==> src/rtl/srt_divider.sv <==
// Radix-2 SRT unsigned divider: 8-bit dividend / 6-bit divisor, fixed 10-cycle latency.
// Redundant quotient (QP/QN digit vectors) resolved and corrected in the final cycle.
module srt_divider (
    input  logic       clk,
    input  logic       resetn,
    input  logic       enable,
    input  logic [7:0] N,
    input  logic [5:0] D,
    output logic [9:0] Q,
    output logic [7:0] R
);

    localparam logic [1:0] S_IDLE = 2'd0;
    localparam logic [1:0] S_NORM = 2'd1;
    localparam logic [1:0] S_ITER = 2'd2;
    localparam logic [1:0] S_FIX  = 2'd3;

    logic [1:0]         state_q, state_d;
    logic [7:0]         dvd_q, dvd_d;
    logic [5:0]         dvs_q, dvs_d;
    logic [2:0]         s_q, s_d;
    logic signed [15:0] p_q, p_d;
    logic signed [15:0] dal_q, dal_d;
    logic [7:0]         qp_q, qp_d;
    logic [7:0]         qn_q, qn_d;
    logic [2:0]         cnt_q, cnt_d;
    logic [9:0]         q_q, q_d;
    logic [7:0]         r_q, r_d;

    logic [2:0]         lz;
    logic [5:0]         dn;
    logic signed [15:0] p2;
    logic signed [15:0] half;
    logic signed [15:0] p_fix;
    logic [9:0]         qb;
    logic [3:0]         shamt;

    always_comb begin
        state_d = state_q;
        dvd_d   = dvd_q;
        dvs_d   = dvs_q;
        s_d     = s_q;
        p_d     = p_q;
        dal_d   = dal_q;
        qp_d    = qp_q;
        qn_d    = qn_q;
        cnt_d   = cnt_q;
        q_d     = q_q;
        r_d     = r_q;

        // Leading-zero count: the highest set bit is visited last and wins.
        lz = 3'd0;
        for (int i = 0; i < 6; i++) begin
            if (dvs_q[i]) lz = 3'(5 - i);
        end
        dn = dvs_q << lz;

        p2   = p_q <<< 1;
        half = dal_q >>> 1;

        // Resolve the redundant quotient; a negative final P means one step too many.
        qb    = {2'b00, qp_q} - {2'b00, qn_q};
        p_fix = p_q;
        if (p_q[15]) begin
            qb    = qb - 10'd1;
            p_fix = p_q + dal_q;
        end
        shamt = 4'd8 + {1'b0, s_q};

        case (state_q)
            S_IDLE: begin
                if (enable == 1'b1) begin
                    dvd_d   = N;
                    dvs_d   = D;
                    state_d = S_NORM;
                end
            end
            S_NORM: begin
                // Dividend is pre-shifted by s as well, so 8 iterations yield N/D directly.
                s_d     = lz;
                dal_d   = signed'({2'b00, dn, 8'h00});
                p_d     = signed'({8'h00, dvd_q} << lz);
                qp_d    = 8'h00;
                qn_d    = 8'h00;
                cnt_d   = 3'd7;
                state_d = S_ITER;
            end
            S_ITER: begin
                if (p2 >= half) begin
                    p_d  = p2 - dal_q;
                    qp_d = {qp_q[6:0], 1'b1};
                    qn_d = {qn_q[6:0], 1'b0};
                end else if (p2 < -half) begin
                    p_d  = p2 + dal_q;
                    qp_d = {qp_q[6:0], 1'b0};
                    qn_d = {qn_q[6:0], 1'b1};
                end else begin
                    p_d  = p2;
                    qp_d = {qp_q[6:0], 1'b0};
                    qn_d = {qn_q[6:0], 1'b0};
                end
                cnt_d = cnt_q - 3'd1;
                if (cnt_q == 3'd0) state_d = S_FIX;
            end
            default: begin
                if (dvs_q == 6'd0) begin
                    q_d = 10'h3FF;
                    r_d = dvd_q;
                end else begin
                    q_d = qb;
                    r_d = 8'(p_fix >> shamt);
                end
                state_d = S_IDLE;
            end
        endcase
    end

    always_ff @(posedge clk) begin
        if (resetn) begin
            state_q <= S_IDLE;
            dvd_q   <= 8'h00;
            dvs_q   <= 6'h00;
            s_q     <= 3'd0;
            p_q     <= 16'sd0;
            dal_q   <= 16'sd0;
            qp_q    <= 8'h00;
            qn_q    <= 8'h00;
            cnt_q   <= 3'd0;
            q_q     <= 10'h000;
            r_q     <= 8'h00;
        end else begin
            state_q <= state_d;
            dvd_q   <= dvd_d;
            dvs_q   <= dvs_d;
            s_q     <= s_d;
            p_q     <= p_d;
            dal_q   <= dal_d;
            qp_q    <= qp_d;
            qn_q    <= qn_d;
            cnt_q   <= cnt_d;
            q_q     <= q_d;
            r_q     <= r_d;
        end
    end

    assign Q = q_q;
    assign R = r_q;

endmodule

==> config.mk <==
export PLATFORM = sky130hd
export DESIGN_NAME = srt_divider
export DESIGN_NICKNAME = d
export VERILOG_FILES = /design/src/rtl/srt_divider.sv
export SDC_FILE = /design/constraint.sdc
export NUM_CORES = 1
export LEC_CHECK = 0
export ABC_AREA = 1
export CAP_MARGIN = 0
export CORE_UTILIZATION = 60
export DETAILED_ROUTE_END_ITERATION = 10
export PLACE_DENSITY = 0.8
export RECOVER_POWER = 25
export SETUP_SLACK_MARGIN = 0.2
export SYNTH_ARGS = -nofsm -noshare
export SYNTH_HDL_FRONTEND = slang
export SYNTH_SLANG_ARGS = --single-unit
==> constraint.sdc <==
create_clock -name clk -period 2.8 [get_ports clk]
set_input_delay 0.42 -clock clk [delete_from_list [all_inputs] [get_ports clk]]
set_output_delay 0.42 -clock clk [all_outputs]
set_load 0.02 [all_outputs]
======== Word-level counts from Yosys, hierarchy flattened ========
Index checks and enable logic that the tools add are counted.
word-level totals
  flip-flop bits (word level) ............. 78
  bits of input ports ..................... 17
  output and inout port bits .............. 18
  word-level logic and storage cells ...... 57
cells by class
  add/sub/neg operators ................... 8
  reduce and logical (&&, ||, !) cells .... 7
  equal/unequal tests ..................... 4
  $lt $le $gt $ge ......................... 2
  shift-type cells ........................ 3
  multiplexer cells ....................... 22
operators by type and width
  cell                    count
  $mux W16                3
  $add A16 B15 Y16        2
  $pmux W16 S2            1
  $pmux W8 S2             2
  $mux W10                2
  $mux W3                 6
  $ge A16 B14 Y1          1
  $lt A16 B16 Y1          1
  $neg A13 Y16            1
  $shl A8 B3 Y16          1
  $shr A16 B4 Y8          1
  $sub A16 B15 Y16        1
  $sub A9 B2 Y10 const B  1
  $sub A8 B8 Y9           1
  $mux W8                 1
  $logic_not A6 Y1        1
  $pmux W2 S3             1
  $pmux W3 S2             1
  $shl A6 B3 Y6           1
  $add A4 B3 Y4 const A   1
  $mux W2                 2
  $ne A2 B2 Y1 const B    2
  $reduce_and A2 Y1       2
  $logic_not A3 Y1        1
  7 further kinds         9

======== Longest topological paths before layout ========
  depth after elaboration ................. 8
  gate-level depth with buffers ........... 19
  mapped depth without buffers ............ 18

======== Worst setup path after synthesis ========
No wires, ideal clock.
  kind .................................... register -> register
  start ................................... register dal_q[9]
  end ..................................... register p_q[15]
  path slack .............................. 444 ps
  buffers on the path ..................... 1
  data arrival time ....................... 2224 ps
  required time ........................... 2668 ps
  period minus slack after synthesis ...... 2356 ps
  stages on the path, launching flop included .. 18
  library setup time ...................... 132 ps
  cell sequence ........................... dfxtp_1 -> inv_1 -> ha_1 -> nand3_1 -> nor3_1 -> ha_1 -> nand2_1 -> inv_1 -> nor2_1 -> o21a_1 -> nand4_1 -> nand2_2 -> buf_6 -> nand4_1 -> nand2_1 -> inv_1 -> nand2_1 -> a21oi_1
between the ends
  longest elaborated chain between the ends .. 5
  elaborated cells between the ends (all ways) .. 8
  classes of those cells .................. add/sub (3); order compare (2); mux (3)
RTL lines
  element                 RTL line  RTL
  start, declared         23        logic signed [15:0] dal_q, dal_d;
  start signal, assigned  137       dal_q <= dal_d;
  $neg A13 Y16            93        end else if (p2 < -half) begin
  $lt A16 B16 Y1          93
  $mux W16                93
  $mux W16 *              89        if (p2 >= half) begin
  $pmux W16 S2 *          70        case (state_q)
  end signal, assigned    136       p_q <= p_d;
  end, declared           22        logic signed [15:0] p_q, p_d;
Every way passes the cells marked *; elsewhere a longest branch is shown, timed or not.
A chain may end at the register's enable or synchronous reset.

======== Final worst setup path ========
  start ................................... register dal_q[8]
  end ..................................... register p_q[8]
The elaborated chain is that of the path after synthesis.

==> results.cfg <==
[detailed_routing]
drt_iter0_markers = 304
vias_per_cell = 5.58
wirelength_um = 14700
wire_per_inst_um = 14.5
drt-pass1-iter-count = 5
final_antenna_net_count = 0
drc_errors = 0
vias = 5677

[global_routing]
gr-max-usage-layer = met2
grt_pass1_wl_um = 24200
globalRouteMet3Util_pct = 3.44
grtUsageMet1_pct = 40.7
grt_max_degree = 40
grtUsageMet2_pct = 50.4
grt_antenna_before_repair = 0
track_usage_pct = 30.4
gr-total-overflow = 0
grt_pass1_vias = 5186

[cts]
cts_tree = built
cts_sinks = 78
htree_levels = 3
hold_buffers = 0
numCtsBuffers = 9
clk_latency_ns = 0.36
clk_pin_slew_ns = 0.09
clock_path_buffers = 2
root_buffer = clkbuf_8

[final_layout]
diodes = 0
fin_nets = 954
final_layout_size_suffix_gt1_share_pct = 10.2
nFillCells = 819
syn2layout_area_growth_pct = 12.1

[yosys]
synthArstFlopShare_pct = 0
yosysMostFrequentCell = nand2_1
synth_ff_type = dfxtp_1
synth_cells = 854
syn_area_mm2 = 0.00571
ys.warnings.count = 0
avgSynthCellArea_um2 = 6.68
synth-edff-count = 0
seq_area_frac_synth_pct = 27.4
synthTopCellsByCount = 201 x nand2_1, 99 x inv_1, 94 x a21oi_1
postSynthNetCount = 924
ys_types = 49
synth.area.top_cells = dfxtp_1 27%, nand2_1 13%, ha_1 11%
synth_top_area_share_pct = 27.4
synth_top_area_cell = dfxtp_1
ys_ff_latch = 78

[worst_setup_path]
ff2ff_setup_slack_ns = 0.34
timing.rr.end = p_q[8]
r2r_cells = 13
crit_path_max_incr_delay_ns = 0.38
path_max_fanout = 5
slowest_stage = dfxtp_4
crit_arrival_ns = 2.74
required_ns = 3.08
rr_startpoint = dal_q[8]
worstPathCellList = nor3_2 -> nand3_2 -> xor2_1 -> ha_1 -> nand2_1 -> nor2_2 -> o211ai_2 -> nand4_1 -> nand2_2 -> buf_4 -> o21ai_1 -> nand3_1 -> a21oi_1
crit_type = register to register
cp-end-kind = register
start_kind = register

[sta]
post-route-period-util_pct = 87.8
rsz0062_at_grt = no
min_period_ns = 2.46
fin_skew_ns = 0.0129
fmax_ghz = 0.407
maxSlewHeadroom_pct = -6.15
slew_violations = 40
worst_slew_pin_slew_ns = 1.59
setup_ws_ns = 0.340
fin_tns_setup_ns = 0
setup_violations = 0
final-hold-violation-count = 0

[outcome]
status = complete, but fails checks
violations = capacitance limit, slew limit

[placed_design]
io_buffers = 34
dp_hpwl_um = 11300
dp_slack_ns = 0.198
place_congestion = 0.954

[die]
die_w_um = 99.5
pin_count = 35
die_h_um = 99.5
num_rows = 35
dieArea_mm2 = 0.00991
start_util_pct = 61.8
core_mm2 = 0.00924

[hold_path]
hold_path.class = register to register
hold_depth = 1
min_to = cnt_q[0]
min_from = cnt_q[0]

[flow_run]
cap_violations = 1

[power_and_ir_drop]
p_leak_nw = 2.89
power.density_mw_per_mm2 = 1220
vdd_drop_max_mv = 0.725
per-stage QoR:
step / cells / utilization (%) / total power [mW] / hold slack, ns / instance area (µm²)
after detailed placement: 996 / 66.3 / 6.60 / 0.444 / 6130
after global routing: 1018 / 69.3 / 8.52 / 0.484 / 6400
final: 1018 / 69.3 / 7.84 / 0.463 / 6400
after CTS: 1012 / 68.3 / 7.41 / 0.459 / 6310
after global placement: 996 / 66.3 / 6.47 / 0.437 / 6130
after floorplan: 854 / - / 5.56 / 0.422 / 5710
flip-flops by register name (all words and copies together) (netlist names):
register	flops
qn_q	8
cnt_q	3
dvd_q	8
qp_q	8
state_q	2
p_q	16
dal_q	6
s_q	3
Q	10
R	8
dvs_q	6
layer usage:
layer	vias up	part of all wire, %
met1	2563	45
met5	-	0
met2	198	46
li1	2893	-
met4	0	2.6
met3	23	6.1
final cells by class:
cell class	instances	area (µm²)	share of cell area (%)
clock buffers	9	124	1.94
clock inverters	7	55.1	0.860
multi-input cells	627	3580	55.9
inverters	116	440	6.88
flip-flops and latches	78	1570	24.5
repair buffers	52	472	7.37
well taps	129	161	2.52
worst max-delay path, delay by kind of cell, from the launching register on:
kind	cells	cell delay, ns
buffers and inverters	1	0.16
adders and majority gates	1	0.27
AOI/OAI and AO/OA	3	0.38
DFF	1	0.38
xor gates and xnor gates	1	0.17
and+or+nand+nor	7	1.03
placed cells by master (no fill, tap or decap), types with 12 or more instances in the layout:
cell type	n
buf_4	17
nand2_1	201
o21ai_0	52
o21ai_1	12
xor2_1	14
clkdlybuf4s50_1	27
inv_2	15
dfxtp_1	75
ha_1	49
nand3_1	59
nand4_1	16
a21oi_1	94
inv_1	97
nor2_1	40
kinds of logic (layout without fill, tap and decap cells):
kind of cell | after synthesis | count (layout) | synth area share [%]
adders and majority gates | 53 | 53 | 12.0
AOI/OAI and AO/OA | 197 | 197 | 19.4
muxes | 3 | 3 | 0.526
and+or+nand+nor | 357 | 358 | 27.4
xor gates and xnor gates | 16 | 16 | 2.46
DFF | 78 | 78 | 27.4
buffers and inverters | 150 | 184 | 10.8
worst max-delay path by stage:
stage	from	endpoint	slack, ns	cells after the start
final	dal_q[8]	p_q[8]	0.34	13
after global routing	dal_q[8]	p_q[8]	0.17	13
after CTS	dal_q[9]	p_q[12]	0.22	16
after detailed placement	dal_q[8]	p_q[12]	0.20	15
after global placement	dal_q[8]	p_q[13]	0.32	15
after floorplan	dal_q[9]	p_q[15]	0.44	17
repair_timing:
item,in CTS,in global routing
endpoints found under the setup margin,5,9
gates cloned,0,1
setup buffers,0,5
resized for setup,1,15
pin swaps,0,9
where the power goes:
part / internal [mW] / switching [mW]
Combinational: 1.93 / 3.37
Clock: 0.333 / 0.459
Sequential: 1.38 / 0.365
Power figures use the tool's default switching activity.
